File: config.mk
export PLATFORM = sky130hd
export DESIGN_NAME = imem_fetch_ctrl_flat
export DESIGN_NICKNAME = d
export VERILOG_FILES = /design/src/rtl/imem_fetch_ctrl_if.sv /design/src/rtl/imem_fetch_ctrl.sv /design/src/flat_wrapper.sv
export SDC_FILE = /design/constraint.sdc
export NUM_CORES = 1
export LEC_CHECK = 0
export CAP_MARGIN = 20
export CORE_MARGIN = 4
export CORE_UTILIZATION = 41
export CTS_CLUSTER_SIZE = 16
export DETAILED_ROUTE_END_ITERATION = 6
export PLACE_DENSITY = 0.82
export REMOVE_ABC_BUFFERS = 1
export SETUP_SLACK_MARGIN = 0.02
export SYNTH_ARGS = -nofsm -noshare
export SYNTH_HDL_FRONTEND = slang
export SYNTH_SLANG_ARGS = --single-unit
export TNS_END_PERCENT = 1
File: constraint.sdc
create_clock -name i_clk -period 2.1 [get_ports i_clk]
set_input_delay 0.63 -clock i_clk [delete_from_list [all_inputs] [get_ports i_clk]]
set_output_delay 0.63 -clock i_clk [all_outputs]
set_load 0.02 [all_outputs]
File: src/rtl/imem_fetch_ctrl_if.sv
// rtl/imem_fetch_ctrl_if.sv - fetch controller control/ROM/IF-ID signal bundle
// Purpose: groups the pipeline-control inputs, the instruction ROM bus and the
//          IF/ID register outputs of imem_fetch_ctrl into one interface.
// Signals:
//   i_stall, i_redirect, i_redirect_pc   pipeline control into the fetch stage
//   i_imem_data / o_imem_addr            combinational instruction ROM bus
//   o_instr, o_pc4, o_valid              IF/ID pipeline register
//   o_halted, o_misalign                 status
//   o_fetch_cnt, o_bubble_cnt            perf counters (IMEM_FETCH_PERF_EN only)
// Modports: master = fetch controller, slave = surrounding pipeline / ROM.
interface imem_fetch_ctrl_if #(
    parameter int ADDR_WIDTH = 32,
    parameter int DATA_WIDTH = 32
);
    logic                  i_stall;
    logic                  i_redirect;
    logic [ADDR_WIDTH-1:0] i_redirect_pc;
    logic [DATA_WIDTH-1:0] i_imem_data;
    logic [ADDR_WIDTH-1:0] o_imem_addr;
    logic [DATA_WIDTH-1:0] o_instr;
    logic [ADDR_WIDTH-1:0] o_pc4;
    logic                  o_valid;
    logic                  o_halted;
    logic                  o_misalign;
`ifdef IMEM_FETCH_PERF_EN
    logic [31:0]           o_fetch_cnt;
    logic [31:0]           o_bubble_cnt;
`endif

    modport master (
`ifdef IMEM_FETCH_PERF_EN
        output o_fetch_cnt,
        output o_bubble_cnt,
`endif
        input  i_stall,
        input  i_redirect,
        input  i_redirect_pc,
        input  i_imem_data,
        output o_imem_addr,
        output o_instr,
        output o_pc4,
        output o_valid,
        output o_halted,
        output o_misalign
    );

    modport slave (
`ifdef IMEM_FETCH_PERF_EN
        input  o_fetch_cnt,
        input  o_bubble_cnt,
`endif
        output i_stall,
        output i_redirect,
        output i_redirect_pc,
        output i_imem_data,
        input  o_imem_addr,
        input  o_instr,
        input  o_pc4,
        input  o_valid,
        input  o_halted,
        input  o_misalign
    );
endinterface

File: src/rtl/imem_fetch_ctrl.sv
// rtl/imem_fetch_ctrl.sv - MIPS fetch-stage PC sequencer and IF/ID register
// Purpose: owns the PC, addresses the combinational instruction ROM, loads the
//          IF/ID register and handles stall, redirect/flush, out-of-range halt
//          and misaligned redirect detection. FSM states: BOOT, RUN, HALT.
// Ports:
//   i_clk  clock, all state changes on the rising edge
//   i_rst  synchronous active-high reset
//   bus    imem_fetch_ctrl_if.master (control in, ROM bus, IF/ID out, status)
// Optional: define IMEM_FETCH_PERF_EN to add saturating fetch/bubble counters.
module imem_fetch_ctrl #(
    parameter int                    ADDR_WIDTH = 32,
    parameter int                    DATA_WIDTH = 32,
    parameter int                    ROM_WORDS  = 256,
    parameter logic [ADDR_WIDTH-1:0] RESET_PC   = '0,
    parameter logic [DATA_WIDTH-1:0] NOP_INSTR  = '0
) (
    input logic              i_clk,
    input logic              i_rst,
    imem_fetch_ctrl_if.master bus
);
    typedef enum logic [1:0] {S_BOOT, S_RUN, S_HALT} state_t;

    // One extra bit so 4*ROM_WORDS never aliases to zero at full address width.
    localparam logic [ADDR_WIDTH:0] PC_LIMIT = (ADDR_WIDTH+1)'(ROM_WORDS) << 2;

    state_t                state, state_nxt;
    logic [ADDR_WIDTH-1:0] pc, pc_nxt;
    logic [ADDR_WIDTH-1:0] pc4_q, pc4_nxt;
    logic [DATA_WIDTH-1:0] instr_q, instr_nxt;
    logic                  valid_q, valid_nxt;
    logic                  misalign_q, misalign_nxt;

    logic [ADDR_WIDTH-1:0] pc_plus4;
    logic [ADDR_WIDTH-1:0] redirect_tgt;
    logic                  pc_oor;
    logic                  tgt_oor;
    logic                  tgt_misaligned;

    assign pc_plus4       = pc + ADDR_WIDTH'(4);
    assign redirect_tgt   = {bus.i_redirect_pc[ADDR_WIDTH-1:2], 2'b00};
    assign pc_oor         = {1'b0, pc} >= PC_LIMIT;
    assign tgt_oor        = {1'b0, redirect_tgt} >= PC_LIMIT;
    assign tgt_misaligned = |bus.i_redirect_pc[1:0];

    always_ff @(posedge i_clk) begin
        if (i_rst) begin
            state      <= S_BOOT;
            pc         <= RESET_PC;
            pc4_q      <= '0;
            instr_q    <= NOP_INSTR;
            valid_q    <= 1'b0;
            misalign_q <= 1'b0;
        end else begin
            state      <= state_nxt;
            pc         <= pc_nxt;
            pc4_q      <= pc4_nxt;
            instr_q    <= instr_nxt;
            valid_q    <= valid_nxt;
            misalign_q <= misalign_nxt;
        end
    end

    always_comb begin
        state_nxt    = state;
        pc_nxt       = pc;
        pc4_nxt      = pc4_q;
        instr_nxt    = instr_q;
        valid_nxt    = valid_q;
        misalign_nxt = misalign_q;
        case (state)
            S_BOOT: begin
                state_nxt = S_RUN;
                valid_nxt = 1'b0;
            end
            S_RUN: begin
                if (bus.i_redirect) begin
                    // Redirect beats stall and halt: the in-flight fetch is wrong-path.
                    pc_nxt       = redirect_tgt;
                    valid_nxt    = 1'b0;
                    instr_nxt    = NOP_INSTR;
                    misalign_nxt = misalign_q | tgt_misaligned;
                end else if (bus.i_stall) begin
                    // hold everything
                end else if (pc_oor) begin
                    valid_nxt = 1'b0;
                    instr_nxt = NOP_INSTR;
                    state_nxt = S_HALT;
                end else begin
                    instr_nxt = bus.i_imem_data;
                    pc4_nxt   = pc_plus4;
                    valid_nxt = 1'b1;
                    pc_nxt    = pc_plus4;
                end
            end
            S_HALT: begin
                valid_nxt = 1'b0;
                // Only an in-range redirect can restart fetch without a reset.
                if (bus.i_redirect && !tgt_oor) begin
                    pc_nxt       = redirect_tgt;
                    instr_nxt    = NOP_INSTR;
                    misalign_nxt = misalign_q | tgt_misaligned;
                    state_nxt    = S_RUN;
                end
            end
            default: state_nxt = S_BOOT;
        endcase
    end

    assign bus.o_imem_addr = {2'b00, pc[ADDR_WIDTH-1:2]};
    assign bus.o_instr     = instr_q;
    assign bus.o_pc4       = pc4_q;
    assign bus.o_valid     = valid_q;
    assign bus.o_halted    = (state == S_HALT);
    assign bus.o_misalign  = misalign_q;

`ifdef IMEM_FETCH_PERF_EN
    logic        fetch_evt;
    logic        bubble_evt;
    logic [31:0] fetch_cnt;
    logic [31:0] bubble_cnt;

    assign fetch_evt  = (state == S_RUN) && !bus.i_redirect && !bus.i_stall && !pc_oor;
    assign bubble_evt = (state == S_RUN) && (bus.i_redirect || bus.i_stall);

    always_ff @(posedge i_clk) begin
        if (i_rst) begin
            fetch_cnt  <= '0;
            bubble_cnt <= '0;
        end else begin
            if (fetch_evt && fetch_cnt != '1) begin
                fetch_cnt <= fetch_cnt + 32'd1;
            end
            if (bubble_evt && bubble_cnt != '1) begin
                bubble_cnt <= bubble_cnt + 32'd1;
            end
        end
    end

    assign bus.o_fetch_cnt  = fetch_cnt;
    assign bus.o_bubble_cnt = bubble_cnt;
`endif
endmodule

File: src/flat_wrapper.sv
// flat-port wrapper written by rule: the top's interface ports become plain ports
module imem_fetch_ctrl_flat 
#(
    parameter int                    ADDR_WIDTH = 32,
    parameter int                    DATA_WIDTH = 32,
    parameter int                    ROM_WORDS  = 256,
    parameter logic [ADDR_WIDTH-1:0] RESET_PC   = '0,
    parameter logic [DATA_WIDTH-1:0] NOP_INSTR  = '0
)
  (i_clk, i_rst, bus_i_stall, bus_i_redirect, bus_i_redirect_pc, bus_i_imem_data, bus_o_imem_addr, bus_o_instr, bus_o_pc4, bus_o_valid, bus_o_halted, bus_o_misalign);
  imem_fetch_ctrl_if #(.ADDR_WIDTH(ADDR_WIDTH), .DATA_WIDTH(DATA_WIDTH)) bus_i ();
  input logic i_clk;
  input logic i_rst;
  input wire logic [$bits(bus_i.i_stall)-1:0] bus_i_stall;
  input wire logic [$bits(bus_i.i_redirect)-1:0] bus_i_redirect;
  input wire logic [$bits(bus_i.i_redirect_pc)-1:0] bus_i_redirect_pc;
  input wire logic [$bits(bus_i.i_imem_data)-1:0] bus_i_imem_data;
  output wire logic [$bits(bus_i.o_imem_addr)-1:0] bus_o_imem_addr;
  output wire logic [$bits(bus_i.o_instr)-1:0] bus_o_instr;
  output wire logic [$bits(bus_i.o_pc4)-1:0] bus_o_pc4;
  output wire logic [$bits(bus_i.o_valid)-1:0] bus_o_valid;
  output wire logic [$bits(bus_i.o_halted)-1:0] bus_o_halted;
  output wire logic [$bits(bus_i.o_misalign)-1:0] bus_o_misalign;
  assign bus_i.i_stall = bus_i_stall;
  assign bus_i.i_redirect = bus_i_redirect;
  assign bus_i.i_redirect_pc = bus_i_redirect_pc;
  assign bus_i.i_imem_data = bus_i_imem_data;
  assign bus_o_imem_addr = bus_i.o_imem_addr;
  assign bus_o_instr = bus_i.o_instr;
  assign bus_o_pc4 = bus_i.o_pc4;
  assign bus_o_valid = bus_i.o_valid;
  assign bus_o_halted = bus_i.o_halted;
  assign bus_o_misalign = bus_i.o_misalign;
  imem_fetch_ctrl #(.ADDR_WIDTH(ADDR_WIDTH), .DATA_WIDTH(DATA_WIDTH), .ROM_WORDS(ROM_WORDS), .RESET_PC(RESET_PC), .NOP_INSTR(NOP_INSTR)) u_core (.i_clk(i_clk), .i_rst(i_rst), .bus(bus_i));
endmodule
==> metrics.md <==
| Metric | Value |
|---|---|
| Critical Path Sink Type | register |
| Vias in the first global route | 5245 |
| CTS buffer count | 9 |
| Largest net degree at the start of global routing | 38 |
| Root Buffer | clkbuf_16 |
| First-pass GRT wire length | 27000 um |
| Total GRT Usage | 25.8% |
| Via density | 5.92 |
| Row count | 38 |
| R2R cell count | 6 |
| # diodes | 0 |
| Die Span Y | 114 um |
| Int Pwr | 0.00425 W |
| Req. time, crit path | 2.36 ns |
| Arr. time, crit path | 2.39 ns |
| Synth Register Bits | 96 |
| Clock Skew | 0.0107 ns |
| Worst-path clk slew | 0.07 ns |
| Post-synth EDFFs | 0 |
| Port Buffers | 162 |
| Core ar. | 10900 um2 |
| Fin crit period | 2.13 ns |
| R2r setup slk | 0.01 ns |
| Die area | 13100 um2 |
| Residual DRC count | 0 |
| Io pins | 167 |
| Post-layout worst setup margin | -0.0255 ns |
| Max Clock Freq | 470 MHz |
| Slew HR | 60.3% |
| Final ANT Viol Nets | 0 |
| Sequential share of power | 32.0% |
| Slew Limit Fails | 0 |
| Max-cap violations | 0 |
| Multi-input logic area | 2860 um2 |
| Switch Pwr | 0.00274 W |
| Ys flop type | dfxtp_1 |
| Sw Ratio | 39.2% |
| Netlist cell types | 55 |
| Power Dens Cells | 922 nW/um2 |
| Reg-to-reg critical path endpoint | u_core.pc[25] |
| RSZ-0062 raised after global routing | true |
| Peak VDD IR | 0.722 mV |
| Min-delay src | u_core.bus.o_valid |
| Setup crit start kind | input port |
| Tcrit/Tclk final | 101% |
| Hold bufs inserted after CTS | 0 |
| Fillcell total | 812 |
| Combinational share of power | 43.6% |
| GP Congestion | 0.883 |
| Clk pwr share | 24.4% |
| Register area | 1930 um2 |
| First drt pass iteration count | 5 |
| Async S/R FF share, synth | 0% |
| Total Routed Length | 17200 um |
| Setup Viol. Count Final | 2 |
| Sequential share of the synthesized area | 41.4% |
| Final net count | 830 |
| Worst setup path start | bus_i_redirect_pc[30] |
| Endpoints failing hold | 0 |
| Layout area overhead | 63.2% |
| Fraction of layout cells with a size suffix above 1 | 23.4% |
| Max Root-Sink Buffers | 2 |
| Dpl hpwl | 11700 um |
| Die Span X | 114 um |
| Synthesis Warnings | 0 |
| WHS | 0.456 ns |
| Syn Inst Count | 548 |
| Worst skew pair latency | 0.35 ns |
| Crit Path Category | in -> reg |
| Hold Path Stages | 2 |
| Grt ovf | 0 |
| Worst hold path type | reg -> reg |
| Post-Syn Area | 4640 um2 |
| Initial antenna violation count | 0 |
| CTS tree | built |
| Status | finished with violations |
| Worst Max-Slew Pin Slew | 0.595 ns |
| WL per Instance | 19.1 um |
| Leak | 2.84 nW |
| R2R Path Start | u_core.pc[5] |
| Max Fanout on Critical Path | 6 |
| CTS sink count | 96 |
| Mapped Avg Cell Area | 8.46 um2 |
| Final Non-Filler Cells | 901 |
| DRT iter0 DRCs | 387 |
| Violated checks | setup timing |
| Max H-tree Level | 3 |
| Initial core utilization | 42.4% |
| Worst Hold Path EP | u_core.bus.o_valid |
| Routed via count | 5333 |
| Placed cell count | 884 |
[cells in the mapped netlist (all sizes together), types with 8 or more instances]
cell / n / area share (%)
o31a: 8 / 1.5
nand4: 43 / 6.1
and2: 24 / 3.2
inv: 9 / 0.73
nand3: 10 / 1.1
o32ai: 10 / 1.9
o311ai: 11 / 2.1
dfxtp: 96 / 41
nor4: 19 / 4.4
buf: 18 / 2.3
a211oi: 18 / 3.0
a21oi: 25 / 2.7
nand2: 64 / 5.2
nor3: 9 / 0.97
clkbuf: 34 / 2.8
o21ai: 40 / 4.4
o31ai: 16 / 2.9
nor2: 36 / 2.9
[cell families (layout without fill, tap and decap cells)]
group,Yosys count,after routing,share of synthesized area [%]
other cells,1,4,0.0809
mux,1,1,0.216
compound gates,157,157,23.5
fa+ha+maj,6,6,1.62
buf+inv,61,271,5.80
simple gates,219,219,26.0
flops,96,96,41.4
xor+xnor,7,7,1.32
[critical path, stage by stage]
cell and delay (ns):
buf_4 0.13, nor4b_4 0.31, nand4_1 0.22, buf_4 0.21
a211oi_4 0.26, nand2_2 0.12, buf_6 0.14, buf_12 0.14
o32ai_4 0.21
[metrics by stage]
step	cell area [um2]	setup slack [ns]	setup TNS (ns)	utilization, %	total power (W)
finish	7570	-0.0255	-0.0298	69.2	0.00698
global route	7570	-0.0585	-0.425	69.2	0.00728
CTS	7440	-0.00473	-0.0197	68.0	0.00690
detailed placement	6930	-0.877	-61.22	63.4	0.00495
global placement	6930	-0.858	-59.31	63.4	0.00488
floorplan	4410	-1.09	-46.68	-	0.00351
[metal layers]
layer / global-route usage, % / share of wire (%)
met5: 0 / 0
met4: 12.6 / 3.4
met1: 30.8 / 38
met3: 7.61 / 10
met2: 42.5 / 49
[worst max-delay path by stage]
stage,endpoint,depth (start not counted)
floorplan,u_core.bus.o_instr[31],6
global placement,u_core.pc[2],7
detailed placement,u_core.pc[2],7
CTS,u_core.pc[14],10
global route,u_core.pc[25],9
finish,u_core.pc[25],9
[placed cells by master, fill, tap and decap left out, types with 7 or more instances in the layout]
cell,count
o21ai_0,37
buf_12,7
clkbuf_16,9
buf_4,72
clkdlybuf4s50_1,112
nand3_1,10
o31ai_1,7
nor2_1,35
a21oi_1,24
a211oi_1,13
and2_1,24
dlygate4sd2_1,33
o32ai_2,8
buf_6,7
nor4_4,8
nor3_1,7
nand4_1,42
dfxtp_1,92
o31a_1,8
nand2_1,62
inv_1,8
[flip-flops by register name, indices dropped and copies added (netlist names)]
signal                 cells
u_core.bus.o_instr        32
u_core.bus.o_pc4          30
u_core.pc                 30
u_core.state               2
u_core.bus.o_misalign      1
u_core.bus.o_valid         1
[power by group through the flow]
stage | clock network, W | logic, W | registers (W)
floorplan | 0 | 0.00104 | 0.00248
finish | 0.00170 | 0.00304 | 0.00224
global route | 0.00180 | 0.00323 | 0.00225
global placement | 0 | 0.00264 | 0.00224
CTS | 0.00172 | 0.00297 | 0.00221
detailed placement | 0 | 0.00270 | 0.00225
[final cells by class]
class	instances	area share, %
clock inverter	6	1.01
sequential	96	25.5
timing repair buffer	246	30.0
inverter	9	0.446
clock buffer	10	3.03
tap	140	2.31
multi-input combinational	394	37.8
[repair_timing]
action,in CTS,in global routing
cloned,2,0
buffers inserted,3,0
pin swaps,23,13
resized for setup,103,59
setup endpoints to repair,116,74
Note: power is estimated with default switching activity, not from simulation.
==> RTL edit 1: new RTL, same flow settings <==
Re-encode `state_t` (3 states) as one-hot, 3 bits wide.
--- a/src/rtl/imem_fetch_ctrl.sv
+++ b/src/rtl/imem_fetch_ctrl.sv
@@ -19,5 +19,5 @@
     imem_fetch_ctrl_if.master bus
 );
-    typedef enum logic [1:0] {S_BOOT, S_RUN, S_HALT} state_t;
+    typedef enum logic [2:0] {S_BOOT = 3'b001, S_RUN = 3'b010, S_HALT = 3'b100} state_t;
 
     // One extra bit so 4*ROM_WORDS never aliases to zero at full address width.
Check against the original RTL: same outputs for any inputs over 4 cycles, from zero or initial values and one cycle with i_rst high; so few cycles prove little.
==> RTL edit 1 against the unedited design <==
The run still ends with setup timing left; maximum frequency shrank 1.9%; design area decreased by 14%; count of clock-buffer cells in the layout stayed put; synthesized area is 14% lower; sequential cell count grew 1; worst setup slack got worse by 0.040 ns; routed wire length decreased by 19%.
Power is not compared: it rests on default switching activity, and its combinational part moved more than twofold at a synthesized area within 25%.
==> RTL edit 1: results (changes against the unedited design) <==
[clock_tree]
clock_latency_ns = 0.37  ; was 0.35 ns
cts.clk_slew.worst_paths_ns = 0.10  ; was 0.07 ns
cts-root-buf = clkbuf_8  ; was clkbuf_16

[cells_and_area]
nets = 721  ; was 830

[synth]
avgSynthCellArea_um2 = 8.98  ; was 8.46 um2
seq_area_frac_synth = 0.485  ; was 0.414

[critical_path]
worst_path_max_delay_cell = or3_4  ; was nor4b_4
timing.rr.end = u_core.pc[20]  ; was u_core.pc[25]
critPathMaxFanout = 7  ; was 6
rrSetupSlack_ns = 0.04  ; was 0.01 ns
r2r-start = u_core.pc[27]  ; was u_core.pc[5]

[hold_path]
holdCritStartpoint = u_core.bus.o_misalign  ; was u_core.bus.o_valid
min_to = u_core.bus.o_misalign  ; was u_core.bus.o_valid

[global_routing]
grt_pass1_vias = 4307  ; was 5,245
track_usage = 0.232  ; was 0.258
grt_max_degree = 36  ; was 38

[timing]
finalSetupViolCount = 7  ; was 2
finalSetupTns_ns = -0.246  ; was -0.0298 ns
worst_pin_slew_ns = 0.591  ; was 0.595 ns
skew_ns = 0.0157  ; was 0.0107 ns
setup_ws_ns = -0.0658  ; was -0.0255 ns

[routing]
wirelength_um = 13900  ; was 17,200 um
routed-via-count = 4384  ; was 5,333
viasPerCell = 5.58  ; was 5.92

[outcome]
violations = setup timing  ; unchanged
status = finished with violations  ; unchanged

[place]
dp_hpwl_um = 9930  ; was 11,700 um

## RTL edit 1: cell types whose count changed after synthesis, sizes merged, moves of 10 or more
cell and change:
clkbuf -11, nand4 -40, nor2 +15, o311ai -11, nor4 -10, nand2 -40, o21ai -29, a22oi +28
o211ai +13
## RTL edit 1: timing repair
action / 4_1_cts / 5_1_grt
pin swaps: 15 / 13
buffers inserted: 0 / 1
hold buffers: 0 / 0
gates cloned: 1 / 0
resized for setup: 75 / 32
endpoints found under the setup margin: 78 / 98
## RTL edit 1: area by class of cell
cell class | instances | area [um2] | share of cell area
sequential | 97 | 1940 | 0.298
tap | 129 | 161 | 0.0248
clock buffer | 10 | 138 | 0.0211
clock inverter | 6 | 61.3 | 0.00942
multi-input combinational | 309 | 2030 | 0.312
inverter | 7 | 26.3 | 0.00404
timing repair buffer | 227 | 2150 | 0.330
## RTL edit 1: cell families (layout without fill, tap and decap cells)
logic type      Yosys count  after routing  share of synthesized area
flops                    97             97                      0.485
mux                       3              3                    0.00750
xor+xnor                  7              7                     0.0153
other cells               1              4                   0.000936
buf+inv                  43            250                     0.0484
compound gates          126            126                      0.223
fa+ha+maj                 2              2                    0.00625
simple gates            167            167                      0.213
## RTL edit 1: per-layer routing
layer	part of all wire	GRT usage
met3	0.069	0.0403
met4	0.032	0.0904
met1	0.41	0.290
met2	0.49	0.399
met5	0	0
## RTL edit 1: stage by stage
stage	utilization	power [mW]	area, um2	worst slack, ns	hold WS [ns]
6_report	0.695	3.81	6510	-0.0658	0.458
5_1_grt	0.695	3.96	6510	-0.0834	0.489
4_1_cts	0.682	3.80	6390	-0.0124	0.462
3_5_place_dp	0.657	2.62	6150	-0.801	0.443
3_3_place_gp	0.657	2.61	6150	-0.713	0.434
2_1_floorplan	-	2.22	3850	-0.774	0.516
==> RTL edit 2: new RTL, same flow settings <==
Made on the original files. `ADDR_WIDTH` is set to 32 in 3 places; all go to 48.
--- a/src/rtl/imem_fetch_ctrl_if.sv
+++ b/src/rtl/imem_fetch_ctrl_if.sv
@@ -10,5 +10,5 @@
 // Modports: master = fetch controller, slave = surrounding pipeline / ROM.
 interface imem_fetch_ctrl_if #(
-    parameter int ADDR_WIDTH = 32,
+    parameter int ADDR_WIDTH = 48,
     parameter int DATA_WIDTH = 32
 );
--- a/src/rtl/imem_fetch_ctrl.sv
+++ b/src/rtl/imem_fetch_ctrl.sv
@@ -9,5 +9,5 @@
 // Optional: define IMEM_FETCH_PERF_EN to add saturating fetch/bubble counters.
 module imem_fetch_ctrl #(
-    parameter int                    ADDR_WIDTH = 32,
+    parameter int                    ADDR_WIDTH = 48,
     parameter int                    DATA_WIDTH = 32,
     parameter int                    ROM_WORDS  = 256,
--- a/src/flat_wrapper.sv
+++ b/src/flat_wrapper.sv
@@ -2,5 +2,5 @@
 module imem_fetch_ctrl_flat 
 #(
-    parameter int                    ADDR_WIDTH = 32,
+    parameter int                    ADDR_WIDTH = 48,
     parameter int                    DATA_WIDTH = 32,
     parameter int                    ROM_WORDS  = 256,
Interface: changed (resized bus_i_redirect_pc, bus_o_imem_addr and bus_o_pc4); port bits go from 167 to 215. No check against the original RTL was run, so the function may have changed too.
==> RTL edit 2 against the unedited design <==
The run still ends with setup timing left; worst setup slack lost 0.23 ns; sequential cell count grew 32; first-iteration DRC count up 110%; sequential power up 21%; utilization rose by 3.1 points; total power rose by 26%; via count increased by 42%; synthesized area up 34%; count of clock-buffer cells in the layout grew 7; routed wire length increased by 51%; design area rose by 40%.
==> RTL edit 2: results (changes against the unedited design) <==
[outcome]
status = finished with violations  ; unchanged
violations = setup timing  ; unchanged

[cells_and_area]
nNonClkBuffers = 371  ; was 246
inverters = 10  ; was 9
drive_gt1_frac = 0.268  ; was 0.234
multi_input_cells = 563  ; was 394
seq_share = 0.242  ; was 0.255
clk_share = 0.0550  ; was 0.0403
multiInputGateArea_mm2 = 0.00368  ; was 0.00286 mm2
final-nonclk-buf-share = 0.330  ; was 0.300
multi_input_area_share = 0.348  ; was 0.378
fillCellCount = 1010  ; was 812
clkbuf_count = 17  ; was 10

[global_routing]
grt_max_degree = 52  ; was 38
track_usage = 0.277  ; was 0.258
grt_pass1_wl_um = 37400  ; was 27,000 um
grt_pass1_vias = 7160  ; was 5,245

[timing]
slew_headroom = 0.614  ; was 0.603
finalSetupTns_ns = -15.20  ; was -0.0298 ns
finalSetupViolCount = 124  ; was 2
holdWs_ns = 0.461  ; was 0.456 ns
setup_ws_ns = -0.257  ; was -0.0255 ns
skew_ns = 0.00913  ; was 0.0107 ns

[place]
dp_hpwl_um = 16100  ; was 11,700 um
placedCellCount = 1234  ; was 884
post-place-ws_ns = -0.948  ; was -0.877 ns
place_congestion = 0.895  ; was 0.883

[synth]
muxShareOfSynthArea = 0.00484  ; was 0.00216
synthAdderAreaFrac = 0.0121  ; was 0.0162
syn_inst = 758  ; was 548
ys_seq_elements = 128  ; was 96
synth.distinct_cells = 62  ; was 55
synth_common_cells = dfxtp_1, nand2_1, o21ai_0, nand3_1, a21oi_1  ; was dfxtp_1, nand2_1, nand4_1, o21ai_0, nor2_1
synthXorXnorAreaFrac = 0.00989  ; was 0.0132
synth_area_leaders = dfxtp_1, o21ai_0, nand3_1  ; was dfxtp_1, nand4_1, nand2_1

[routing]
drt_iter0_markers = 819  ; was 387
wirelength_um = 26000  ; was 17,200 um
viasPerCell = 5.87  ; was 5.92
wl_met1_um = 9410  ; was 6460 um
dr_wl_met3_um = 2480  ; was 1780 um
wl_per_cell_um = 20.2  ; was 19.1 um
dr_wl_met2_um = 12800  ; was 8390 um

[critical_path]
cpPeakStageDelay_ns = 0.34  ; was 0.31 ns
startpoint = bus_i_redirect_pc[47]  ; was bus_i_redirect_pc[30]
r2r-start = u_core.pc[13]  ; was u_core.pc[5]
arrival_ns = 2.65  ; was 2.39 ns
rrSetupSlack_ns = -0.21  ; was 0.01 ns
ff2ff_path_depth = 9  ; was 6

[power_and_ir_drop]
p_sw_frac = 0.339  ; was 0.392
p_leak_nw = 4.33  ; was 2.84 nW
worst_ir_drop_vdd_mv = 0.645  ; was 0.722 mV

[clock_tree]
h-tree-depth = 4  ; was 3
clock_latency_ns = 0.43  ; was 0.35 ns

[hold_path]
holdCritStartpoint = u_core.bus.o_pc4[17]  ; was u_core.bus.o_valid
holdPathStages = 1  ; was 2
min_to = u_core.bus.o_pc4[17]  ; was u_core.bus.o_valid

==> RTL edit 2: cell count changes after synthesis, moves of 20 or more <==
cell / before / now
a21oi_1: 25 / 51
o21ai_0: 37 / 70
dfxtp_1: 96 / 128
nand2b_1: 0 / 34
nand4_1: 42 / 15
nand3_1: 10 / 56
and2_1: 24 / 44
==> RTL edit 2: worst max path at each step <==
stage	slack (ns)	end	cells after the start
finish	-0.26	u_core.pc[25]	10
global route	-0.35	u_core.pc[3]	7
CTS	-0.10	u_core.bus.o_pc4[2]	7
detailed placement	-0.95	u_core.pc[2]	9
global placement	-0.86	u_core.pc[2]	9
floorplan	-0.97	u_core.pc[6]	6
==> RTL edit 2: cell families (layout without fill, tap and decap cells) <==
| logic type | Yosys count | after routing |
|---|---|---|
| and+or+nand+nor | 343 | 343 |
| AOI/OAI and AO/OA | 200 | 200 |
| DFF | 128 | 128 |
| buffers and inverters | 70 | 412 |
| xor gates and xnor gates | 7 | 7 |
| adders and majority gates | 6 | 6 |
| muxes | 3 | 3 |
| other | 1 | 4 |
==> RTL edit 2: timing repair <==
action                     CTS  global route
pin swaps                   44            29
gates resized for setup    216            71
setup endpoints to repair  174           135
gates cloned                 5             3
setup buffers               13             3
==> RTL edit 2: metal layers <==
layer | vias to the layer above | global-route usage
met4 | 0 | 0.109
li1 | 3395 | -
met5 | - | 0
met3 | 136 | 0.0797
met2 | 490 | 0.479
met1 | 3538 | 0.323
==> RTL edit 2: power by group through the flow <==
stage | Sequential [mW] | Combinational [mW] | Clock (mW)
global placement | 2.73 | 2.28 | 0
detailed placement | 2.74 | 2.32 | 0
finish | 2.72 | 3.13 | 2.98
floorplan | 3.00 | 0.764 | 0
CTS | 2.70 | 2.75 | 2.98
global route | 2.73 | 3.28 | 3.08
